$ cat config.mk
export PLATFORM = sky130hd
export DESIGN_NAME = button_conditioner
export DESIGN_NICKNAME = d
export VERILOG_FILES = /design/src/rtl/button_conditioner.sv
export SDC_FILE = /design/constraint.sdc
export NUM_CORES = 1
export LEC_CHECK = 0
export ABC_AREA = 1
export CORE_UTILIZATION = 54
export CTS_BUF_LIST = sky130_fd_sc_hd__clkbuf_4 sky130_fd_sc_hd__clkbuf_8 sky130_fd_sc_hd__clkbuf_16
export CTS_CLUSTER_DIAMETER = 50
export DETAILED_ROUTE_END_ITERATION = 8
export MAX_ROUTING_LAYER = met4
export PLACE_DENSITY = 0.76
export SYNTH_ARGS = -nofsm -noshare
export SYNTH_HDL_FRONTEND = slang
export SYNTH_SLANG_ARGS = --single-unit
$ cat constraint.sdc
create_clock -name clock -period 1.6 [get_ports clock]
set_input_delay 0.32 -clock clock [delete_from_list [all_inputs] [get_ports clock]]
set_output_delay 0.32 -clock clock [all_outputs]
set_load 0.01 [all_outputs]
$ cat src/rtl/button_conditioner.sv
// rtl/button_conditioner.sv - per-channel synchroniser, debouncer, edge pulses and hold-to-repeat strobe
module button_conditioner #(
    parameter int CHANNELS        = 4,
    parameter int SYNC_STAGES     = 2,
    parameter int DEBOUNCE_CYCLES = 16,
    parameter int REPEAT_DELAY    = 500,
    parameter int REPEAT_PERIOD   = 100
) (
    input  logic                clock,
    input  logic                reset,
    input  logic [CHANNELS-1:0] i_in,
    input  logic                i_repeat_en,
    output logic [CHANNELS-1:0] o_level,
    output logic [CHANNELS-1:0] o_press,
    output logic [CHANNELS-1:0] o_release,
    output logic [CHANNELS-1:0] o_strobe
);
    localparam int CNT_W = $clog2(DEBOUNCE_CYCLES + 1);
    localparam int T_MAX = (REPEAT_DELAY > REPEAT_PERIOD) ? REPEAT_DELAY : REPEAT_PERIOD;
    localparam int T_W   = $clog2(T_MAX + 1);

    localparam logic [CNT_W-1:0] CNT_LAST = CNT_W'(DEBOUNCE_CYCLES - 1);
    localparam logic [CNT_W-1:0] CNT_ONE  = CNT_W'(1);
    localparam logic [T_W-1:0]   T_DELAY  = T_W'(REPEAT_DELAY);
    localparam logic [T_W-1:0]   T_PERIOD = T_W'(REPEAT_PERIOD);
    localparam logic [T_W-1:0]   T_ONE    = T_W'(1);

    typedef enum logic [1:0] {
        ST_IDLE,
        ST_DELAY,
        ST_REPEAT
    } rpt_state_t;

    genvar g;
    generate
        for (g = 0; g < CHANNELS; g++) begin : g_ch
            logic [SYNC_STAGES-1:0] r_sync;
            logic [CNT_W-1:0]       r_cnt;
            logic                   r_level;
            logic                   r_press;
            logic                   r_release;
            logic                   r_strobe;
            rpt_state_t             r_state;
            rpt_state_t             w_state_nxt;
            logic [T_W-1:0]         r_t;
            logic [T_W-1:0]         w_t_nxt;
            logic                   w_s;
            logic                   w_settle;
            logic                   w_rise;
            logic                   w_fall;
            logic                   w_rpt;

            assign w_s      = r_sync[SYNC_STAGES-1];
            assign w_settle = (w_s != r_level) && (r_cnt == CNT_LAST);
            assign w_rise   = w_settle && w_s;
            assign w_fall   = w_settle && !w_s;

            always_ff @(posedge clock) begin
                if (reset) begin
                    r_sync    <= '0;
                    r_cnt     <= '0;
                    r_level   <= 1'b0;
                    r_press   <= 1'b0;
                    r_release <= 1'b0;
                    r_strobe  <= 1'b0;
                end else begin
                    r_sync <= {r_sync[SYNC_STAGES-2:0], i_in[g]};
                    if (w_s == r_level) begin
                        r_cnt <= '0;
                    end else if (r_cnt == CNT_LAST) begin
                        r_level <= w_s;
                        r_cnt   <= '0;
                    end else begin
                        r_cnt <= r_cnt + CNT_ONE;
                    end
                    r_press   <= w_rise;
                    r_release <= w_fall;
                    r_strobe  <= w_rise | w_rpt;
                end
            end

            always_ff @(posedge clock) begin
                if (reset) begin
                    r_state <= ST_IDLE;
                    r_t     <= '0;
                end else begin
                    r_state <= w_state_nxt;
                    r_t     <= w_t_nxt;
                end
            end

            // t counts from 1 at the press cycle, so a match at t==N lands the strobe N cycles later
            always_comb begin
                w_state_nxt = r_state;
                w_t_nxt     = r_t;
                w_rpt       = 1'b0;
                if (w_fall || !i_repeat_en) begin
                    w_state_nxt = ST_IDLE;
                    w_t_nxt     = '0;
                end else begin
                    case (r_state)
                        ST_IDLE: begin
                            if (w_rise) begin
                                w_state_nxt = ST_DELAY;
                                w_t_nxt     = T_ONE;
                            end
                        end
                        ST_DELAY: begin
                            if (r_t == T_DELAY) begin
                                w_rpt       = 1'b1;
                                w_state_nxt = ST_REPEAT;
                                w_t_nxt     = T_ONE;
                            end else begin
                                w_t_nxt = r_t + T_ONE;
                            end
                        end
                        ST_REPEAT: begin
                            if (r_t == T_PERIOD) begin
                                w_rpt   = 1'b1;
                                w_t_nxt = T_ONE;
                            end else begin
                                w_t_nxt = r_t + T_ONE;
                            end
                        end
                        default: begin
                            w_state_nxt = ST_IDLE;
                            w_t_nxt     = '0;
                        end
                    endcase
                end
            end

            assign o_level[g]   = r_level;
            assign o_press[g]   = r_press;
            assign o_release[g] = r_release;
            assign o_strobe[g]  = r_strobe;
        end
    endgenerate
endmodule

# After elaboration in Yosys (flattened, before gate mapping)
# Cells that the tools add are included.
[totals]
inputBits = 7
wordCells = 173
reg_bits = 88
output_inout_bits = 16
[op_classes]
muxes = 44
addsub = 8
eq_ne = 36
reduce_logical = 41
n_bitwise = 12
[ops]
columns = ["cell", "count"]
rows = [
  ["$mux 9", 12],
  ["$pmux 9 s3", 4],
  ["$add 9x1->9 const B", 4],
  ["$eq 9x7->1 const B", 4],
  ["$eq 9x9->1 const B", 4],
  ["$pmux 2 s3", 4],
  ["$add 5x1->5 const B", 4],
  ["$eq 5x4->1 const B", 4],
  ["$mux 2", 8],
  ["$ne 2x2->1 const B", 8],
  ["$logic_and 1x1->1", 12],
  ["$mux 1", 12],
  ["$reduce_and 3->1", 4],
  ["$reduce_or 3->1", 4],
  ["$eq 2x1->1 const B", 4],
  ["$eq 2x2->1 const B", 4],
  ["$logic_not 2->1", 4],
  ["$not 1->1", 8],
  ["$pmux 1 s2", 4],
  ["$reduce_and 2->1", 4],
  ["$reduce_or 2->1", 4],
  ["$logic_not 1->1", 5],
  ["$eq 1x1->1", 4],
  ["$logic_or 1x1->1", 4],
  ["2 further kinds", 8],
]

# Depth between registers and ports, before layout
# Gate-level depths: netlist of run 1.
[depth]
depth_word = 6
depth_mapped = 12
depth_no_buf = 11

# Worst setup path after synthesis of run 1
# No wires, ideal clock.
[synth_path]
kind = "reg-to-reg"
from = "register g_ch[3].r_cnt[0]"
to = "register g_ch[3].r_state[0]"
required_time_ns = 1.480
n_path_buf = 1
arrival_ns = 1.496
path_stages_with_launch = 13
path_slack_ns = -0.016
setup_time_ns = 0.120
synth_period_minus_slack_ns = 1.616
path_cell_list = "dfxtp_1 -> ha_1 -> nand2_1 -> nor2_1 -> ha_1 -> nand3_2 -> nand2_2 -> buf_6 -> inv_2 -> nor2_1 -> nand2_1 -> o21ai_0 -> a21oi_1"
[synth_between]
elab_chain_len = 5
word_cells_on_any_way = 8
cone_classes = "eq/ne (2); reduce/logical (6)"
[synth_lines]
columns = ["element", "line_no", "text"]
rows = [
  ["start: declaration", "38", "logic [CNT_W-1:0] r_cnt;"],
  ["start signal: assignment", "74", "r_cnt <= r_cnt + CNT_ONE;"],
  ["$eq 5x4->1 (*)", "54", "assign w_settle = (w_s != r_level) && (r_cnt == CNT_LAST);"],
  ["$logic_and 1x1->1 (*)", "54", ""],
  ["$logic_and 1x1->1, on equally long branches", "55, 56", ""],
  ["$ne 2x2->1 (no line) / $logic_or 1x1->1 (equally long branches)", "n/a", ""],
  ["$reduce_and 3->1 (no line) / $reduce_or 2->1 (equally long branches)", "n/a", ""],
  ["end signal: assignment", "87", "r_state <= w_state_nxt;"],
  ["end: declaration", "43", "rpt_state_t r_state;"],
]
# Every way passes the cells marked *; elsewhere a longest branch is shown, timed or not.
# A chain may end at the register's enable or synchronous reset.

# Final worst setup path of run 1
[layout_path]
from = "register g_ch[3].r_cnt[0]"
to = "register g_ch[3].r_t[8]"
[layout_between]
elab_chain_len = 5
word_cells_on_any_way = 7
cone_classes = "eq/ne (2); reduce/logical (5)"
[layout_lines]
columns = ["element", "line_no", "text"]
rows = [
  ["$eq 5x4->1 (*)", "54", ""],
  ["$logic_and 1x1->1 (*)", "54", ""],
  ["$logic_and 1x1->1", "56", "assign w_fall = w_settle && !w_s;"],
  ["$logic_or 1x1->1", "97", "if (w_fall || !i_repeat_en) begin"],
  ["$reduce_or 2->1 (no line)", "n/a", ""],
  ["end signal: assignment", "88", "r_t <= w_t_nxt;"],
  ["end: declaration", "45", "logic [T_W-1:0] r_t;"],
]
# Marked as above.

==> results.md, run 1 <==
- Status: finished with violations
- Failing checks: setup timing
- Min-Delay Path Class: reg2reg
- Drt total wl: about 9100 um
- Drt pass-1 iters: 4
- Vias in the first global route: approximately 3,500
- Core box area: around 7900 sq um
- Worst ir drop on vdd: roughly 0.46 mV
- Setup ws final: -0.03568 ns
- Pwr dens: 671.7 nW/um^2
- Yosys warns: 0
- Post-synthesis instance total: ~600
- Via Count: between 3,000 and 4,000
- TritonCTS clock tree: built
- Period utilisation layout: 1.022
- Arrival @ worst endpoint: 1.93 ns
- Seq cells post-synth: 88
- Ports: 23
- Row Count: 32
- Internal power: 2983 uW
- Net count after synthesis: around 630
- Logic pwr share: 0.035
- CP Cell Sequence: ha_4 > nand2_2 > nor2_2 > ha_2 > nand3_4 > nand2_4 > nand3_2 > nor2_4 > nand2_1 > xor2_1 > nor2_1
- Die area: 8697 sq um
- Leakage: between 0.002 and 0.0025 uW
- Final setup fails: 3
- Synthesized area: around 4500 sq um
- DRC violations left: 0
- Number of diodes: 0
- Worst slew pin tran: between 0.3 and 0.4 ns
- Final Hold Fails: 0
- First-pass GRT wire length: 14,360 um
- Area after DPL: around 5000 sq um
- Switching Fraction: 0.2283
- Ratio of cells with drive above 1 in the final layout: 0.2833
- Period minus WS final: ~1.6 ns
- Max Slew Vio Count: 0
- Finished Cell Area: about 5800 sq um
- Layout area overhead: 27.99%
- CP max FO: 4
- RePlAce Congestion: about 0.84
- Slowest stage cell, crit path: dfxtp_2
- Clock share of power: 0.394
- Num CTS Buffers: 9
- Post-synthesis sequential area ratio: 0.3918
- Sequential Power Share: 0.571
- Setup CP Type: reg2reg
- Clock Skew: 0.01014 ns
- Starting Density: 0.5701
- Port Buffers: 22
- Critical Path RT: 1.89 ns
- Critical Path Start Type: flop
- Clock Latency Late Sink: approximately 0.35 ns
- DRT antenna net count: 0
- CTS Root Cell: clkbuf_8
- H-Tree Depth: 3
- Average size of a mapped cell: around 7.6 sq um
- Die X: about 93 um
- CP endpoint kind: flop
- Yosys cell types: 35
- Routed length per instance: 11.88 um
- Total Routing Usage GR: 0.2103
- Initial antenna violation count: 0
- Max_cap viols: 0
- CTS Buffer Depth: 2
- Clk sinks: between 80 and 90
- Fmax: 611.4 MHz
- Hpwl dp: 6251 um
- Unrepaired setup endpoints after global routing: yes
- Clock-pin slew on the worst setup and hold paths: 0.09 ns
- Overflow after GRT: 0
- DIE HEIGHT: around 93 um
- DRT iter0 DRCs: between 100 and 150
- Max incr delay on CP: 0.36 ns
- Net switching power: between 800 and 900 uW
- Drt via density: between 5 and 6
- Nets: 698
- Largest net degree at the start of global routing: 19
- Max-slew headroom: 0.7672
- Place WS: -0.1648 ns
area by class of cell:
type / count / area, sq um
well taps: 102 / 127.6
clock buffers: 9 / 123.9
clock inverters: 7 / 72.57
repair buffers: 76 / 668.1
fillers: 599 / 2132
inverters: 81 / 321.6
flip-flops and latches: 88 / 1780
multi-input cells: 399 / 2661
synthesized netlist by cell type:
library cell	instances	area (sq um)
a21oi_2	3	26.28
inv_2	4	15.01
xor2_1	12	105.1
o21bai_1	1	7.510
nand4_2	1	12.51
nand3_1	27	135.1
nor2_4	1	11.26
inv_1	77	289.0
dfxtp_1	88	1762
xnor2_1	5	43.79
nand3_2	3	30.03
o211ai_1	2	15.01
clkbuf_1	1	3.750
nor3b_1	4	30.03
nand2_2	9	56.30
buf_6	1	11.26
a31o_2	2	17.52
ha_1	36	450.4
nor2_2	11	68.82
o21ai_4	2	32.53
nor2_1	111	416.7
nand4_1	14	87.58
buf_2	2	10.01
o22ai_1	3	18.77
o21ai_0	23	115.1
o221ai_1	1	8.760
nor3_4	2	32.53
nand3b_1	1	7.510
o21a_1	1	7.510
nand2_1	88	330.3
nand3_4	1	17.52
a21oi_1	26	130.1
buf_4	17	127.6
nand2_4	3	33.78
nor3_1	6	30.03
placed cells by master, fill, tap and decap left out, types with 5 or more instances in the layout:
| master | count |
|---|---|
| o21ai_0 | 9 |
| o21ai_1 | 7 |
| dfxtp_1 | 75 |
| a21oi_1 | 23 |
| clkbuf_8 | 9 |
| inv_4 | 5 |
| ha_4 | 6 |
| a21oi_2 | 6 |
| dfxtp_2 | 12 |
| o21ai_2 | 7 |
| inv_1 | 73 |
| nor2_1 | 98 |
| nor2_4 | 12 |
| buf_6 | 5 |
| nor2_2 | 13 |
| xor2_1 | 12 |
| nand3_2 | 6 |
| nand2_4 | 12 |
| nand3_1 | 21 |
| nand4_1 | 14 |
| buf_4 | 47 |
| nand2_2 | 15 |
| nand2_1 | 73 |
| ha_1 | 27 |
| clkdlybuf4s50_1 | 18 |
registers in the layout, summed over array words and instances, names as in the netlist:
name	cells
g_ch.r_sync	8
g_ch.r_strobe	4
g_ch.r_cnt	20
g_ch.r_state	8
g_ch.r_press	4
g_ch.r_t	36
g_ch.r_release	4
g_ch.r_level	4
cell families (layout without fill, tap and decap cells):
| family | count (synthesis) | count (layout) | synth area share |
|---|---|---|---|
| AO/OA/AOI/OAI | 64 | 64 | 0.08431 |
| XOR/XNOR | 17 | 17 | 0.03311 |
| buffers and inverters | 102 | 173 | 0.1016 |
| flip-flops | 88 | 88 | 0.3918 |
| AND/OR/NAND/NOR | 282 | 282 | 0.2891 |
| adder cells (fa/ha/maj) | 36 | 36 | 0.1002 |
worst paths after layout:
| kind | endpoint | startpoint | slack (ns) | cells after the start |
|---|---|---|---|---|
| max | g_ch[3].r_t[8]$_SDFFE_PP0P_ | g_ch[3].r_cnt[0]$_SDFF_PP0_ | -0.04 | 11 |
| min | g_ch[1].r_sync[1]$_SDFF_PP0_ | g_ch[1].r_sync[0]$_SDFF_PP0_ | 0.41 | 2 |
| min reg2reg | g_ch[1].r_sync[1]$_SDFF_PP0_ | g_ch[1].r_sync[0]$_SDFF_PP0_ | 0.41 | 2 |
| max reg2reg | g_ch[3].r_t[8]$_SDFFE_PP0P_ | g_ch[3].r_cnt[0]$_SDFF_PP0_ | -0.04 | 11 |
power by group through the flow:
| stage | clock (uW) | sequential [uW] | combinational, uW |
|---|---|---|---|
| after floorplan | 0 | 2260 | 63.4 |
| after global placement | 0 | 2260 | 123 |
| after detailed placement | 0 | 2260 | 126 |
| after CTS | 1560 | 2210 | 128 |
| after global routing | 1650 | 2210 | 151 |
| final | 1520 | 2210 | 135 |
metal layers:
layer	global-route usage	share of wire	wire, um	vias up
met5	-	0	0	-
met4	0.03974	0.0082	74	0
met3	0.05366	0.035	320	9
met2	0.3787	0.53	4815	58
met1	0.2361	0.42	3840	1814
li1	-	-	-	1987
through the flow:
step / utilization / std cells / power (uW) / hold WS, ns / setup TNS [ns]
floorplan: - / 589 / 2322 / 0.3883 / 0
global placement: 0.6345 / 728 / 2382 / 0.3962 / -2.460
detailed placement: 0.6345 / 728 / 2386 / 0.4025 / -4.089
CTS: 0.6813 / 750 / 3901 / 0.4147 / -0.1219
global route: 0.7297 / 762 / 4014 / 0.4381 / -1.534
finish: 0.7297 / 762 / 3866 / 0.4132 / -0.07933
worst max-delay path: cells and delay by family, from the launching register on:
family	cells	cell delay [ns]
XOR/XNOR	1	0.14
AND/OR/NAND/NOR	8	0.72
adder cells (fa/ha/maj)	2	0.37
flip-flops	1	0.36
timing repair:
item	4_1_cts	5_1_grt
hold buffers	0	0
buffers inserted	6	12
endpoints found under the setup margin	39	51
resized for setup	50	79
pin swaps	32	43
Note: power is estimated with default switching activity, not from simulation.
==> run 2: changes to the inputs <==
--- a/config.mk
+++ b/config.mk
@@ -6,12 +6,14 @@
 export NUM_CORES = 1
 export LEC_CHECK = 0
 export ABC_AREA = 1
-export CORE_UTILIZATION = 54
+export CELL_PAD_IN_SITES_DETAIL_PLACEMENT = 1
+export CELL_PAD_IN_SITES_GLOBAL_PLACEMENT = 1
+export CORE_UTILIZATION = 40
 export CTS_BUF_LIST = sky130_fd_sc_hd__clkbuf_4 sky130_fd_sc_hd__clkbuf_8 sky130_fd_sc_hd__clkbuf_16
 export CTS_CLUSTER_DIAMETER = 50
 export DETAILED_ROUTE_END_ITERATION = 8
 export MAX_ROUTING_LAYER = met4
-export PLACE_DENSITY = 0.76
+export PLACE_DENSITY_LB_ADDON = 0.1
 export SYNTH_ARGS = -nofsm -noshare
 export SYNTH_HDL_FRONTEND = slang
 export SYNTH_SLANG_ARGS = --single-unit
==> constraint.sdc (replaced) <==
create_clock -name clock -period 1.4 [get_ports clock]
set_input_delay 0.28 -clock clock [delete_from_list [all_inputs] [get_ports clock]]
set_output_delay 0.28 -clock clock [all_outputs]
set_load 0.01 [all_outputs]
==> results.md, run 2 (synthesized netlist as in run 1, its figures left out) <==
- Max Slew Vio Count: 0 (unchanged)
- Critical path origin: g_ch[3].r_cnt[0]$_SDFF_PP0_
- Hold Path Cell Cnt: 2 (unchanged)
- Clock-pin slew on the worst setup and hold paths: 0.09 ns (about the same)
- Hold path startpoint: g_ch[1].r_sync[0]$_SDFF_PP0_
- R2R cell count: 12 (+1)
- Max-slew headroom: 0.7410 (-0.02618)
- Filler cells: 1,301 (+120%)
- H-Tree Depth: 3 (unchanged)
- Drt via density: 4.941 (-2.7%)
- Reg area: 1783 sq um (+0.14%)
- Row Count: 38 (+19%)
- First-pass GRT wire length: 19,000 um (+32%)
- Layout area overhead: 46.41%
- Initial antenna violation count: 0 (unchanged)
- DRC violations left: 0 (unchanged)
- CP max FO: 6 (+2)
- Max_cap viols: 0 (unchanged)
- CTS Buffer Depth: 2 (unchanged)
- Setup CP Type: reg2reg
- Most frequent cells in the layout: nor2_1 (85), buf_4 (76), dfxtp_1 (71)
- CP Cell Sequence: ha_4 > nand2_4 > nor2_4 > ha_4 > nand3_4 > nand2_4 > buf_6 > buf_6 > a21oi_1 > nor2_1 > nand2_1 > nor2_1
- Worst slew pin tran: 0.3870 ns (+0.04017 ns)
- Ports: 23 (unchanged)
- Hold buffer count at cts: 0 (unchanged)
- Number of diodes: 0 (unchanged)
- Largest register by flop count: g_ch.r_t
- Port Buffers: 22 (unchanged)
- Nets: 749 (+7.3%)
- Die area: 11,670 sq um (+34%)
- Final Hold Fails: 0 (unchanged)
- Leading cell type in the layout, fill and taps excluded: nor2_1
- Largest net degree at the start of global routing: 20 (+1)
- Final setup fails: 61 (+58)
- Multi-input gate area: 3013 sq um (+13%)
- Clock Skew: 0.009293 ns (-0.0008424 ns)
- Largest register FFs: 36 (unchanged)
- Worst R2R Start: g_ch[3].r_cnt[0]$_SDFF_PP0_
- Drt total wl: 13,140 um (+45%)
- TritonCTS clock tree: built
- CTS Root Cell: clkbuf_8
- Critical Path Start Type: flop
- Drt pass-1 iters: 4 (unchanged)
- Total Routing Usage GR: 0.2149 (+0.004588)
- Worst ir drop on vdd: 0.5466 mV (+20%)
- Top flop regs: g_ch.r_t (36), g_ch.r_cnt (20)
- Setup ws final: -0.2757 ns (-0.2400 ns)
- Routed length per instance: 15.46 um (+30%)
- Pwr Total: 4371 uW (+13%)
- Ratio of cells with drive above 1 in the final layout: 0.4183 (+0.1350)
- Status: finished with violations
- Min-Delay Path Class: reg2reg
- Leakage: 0.002779 uW (+21%)
- Num CTS Buffers: 9 (unchanged)
- Core box area: 10,890 sq um (+38%)
- DRT iter0 DRCs: 97 (-25%)
- Pwr dens: 663.9 nW/um^2 (-1.2%)
- Clk sinks: 88 (unchanged)
- Unrepaired setup endpoints after global routing: yes
- Period utilisation layout: 1.197 (+0.1746)
- Max incr delay on CP: 0.36 ns (about the same)
- DIE HEIGHT: 108.0 um (+16%)
- Clock Latency Late Sink: 0.37 ns (+0.02 ns)
- Via Count: 4,200 (+8.6%)
- Failing checks: setup timing
- RePlAce Congestion: 0.8178 (-3.2%)
- Arrival @ worst endpoint: 1.99 ns (+0.06 ns)
- Hpwl dp: 8249 um (+32%)
- Setup TNS: -9.106 ns (-9.026 ns)
- Die X: 108.0 um (+16%)
- Overflow after GRT: 0 (unchanged)
- Fmax: 596.8 MHz (-2.4%)
- Starting Density: 0.4130 (-0.1571)
- Slowest stage cell, crit path: dfxtp_2
- Worst reg2reg setup slack: -0.28 ns (-0.24 ns)
- Place WS: -0.2839 ns (-0.1192 ns)
- CP endpoint kind: flop
- DRT antenna net count: 0 (unchanged)
- Critical Path RT: 1.72 ns (-0.17 ns)
- Period minus WS final: 1.676 ns (+0.04001 ns)
- Vias in the first global route: 4,230 (+21%)
[run 2: path summary, 6_finish.rpt]
path,endpoint
hold reg to reg,g_ch[1].r_sync[1]$_SDFF_PP0_
setup / recovery,g_ch[3].r_t[2]$_SDFFE_PP0P_
setup reg to reg,g_ch[3].r_t[2]$_SDFFE_PP0P_
hold / removal,g_ch[1].r_sync[1]$_SDFF_PP0_
[run 2: final cells by class]
cell class,instances,share of cell area
well taps,140,0.02661
clock buffers,12,0.02414
inverters,81,0.04884
repair buffers,127,0.1693
flip-flops and latches,88,0.2708
clock inverters,3,0.002661
multi-input cells,399,0.4576
[run 2: stage by stage]
stage	instances	hold WS [ns]	cell area (sq um)	utilization
floorplan	589	0.3870	4646	-
global placement	809	0.3909	5494	0.5046
detailed placement	809	0.3957	5494	0.5046
CTS	834	0.4072	6018	0.5527
global route	850	0.4174	6584	0.6047
finish	850	0.4156	6584	0.6047
[run 2: metal layers]
| metal | global-route usage | part of all wire | vias up |
|---|---|---|---|
| met3 | 0.04340 | 0.019 | 33 |
| met5 | - | 0 | - |
| li1 | - | - | 2083 |
| met4 | 0.09491 | 0.029 | 0 |
| met2 | 0.3763 | 0.54 | 45 |
| met1 | 0.2344 | 0.41 | 2039 |
[run 2: worst max-delay path, delay by kind of cell (launching register included)]
| family | cells | cell delay [ns] |
|---|---|---|
| fa+ha+maj | 2 | 0.33 |
| flops | 1 | 0.36 |
| simple gates | 7 | 0.65 |
| buf+inv | 2 | 0.23 |
| compound gates | 1 | 0.07 |
[run 2: report_power, final]
group | internal (uW) | leakage [uW] | total, uW | switching [uW]
Clock | 747 | 0.0000917 | 1660 | 914
Sequential | 2510 | 0.000719 | 2530 | 11.5
Combinational | 83.1 | 0.00197 | 184 | 101
Total | 3350 | 0.00278 | 4370 | 1030
[run 2: timing repair]
action                                 4_1_cts  5_1_grt
buffers inserted                            11       21
resized for setup                           95      115
pin swaps                                   55       78
setup endpoints to repair                   76       60
endpoints found under the hold margin        0        0
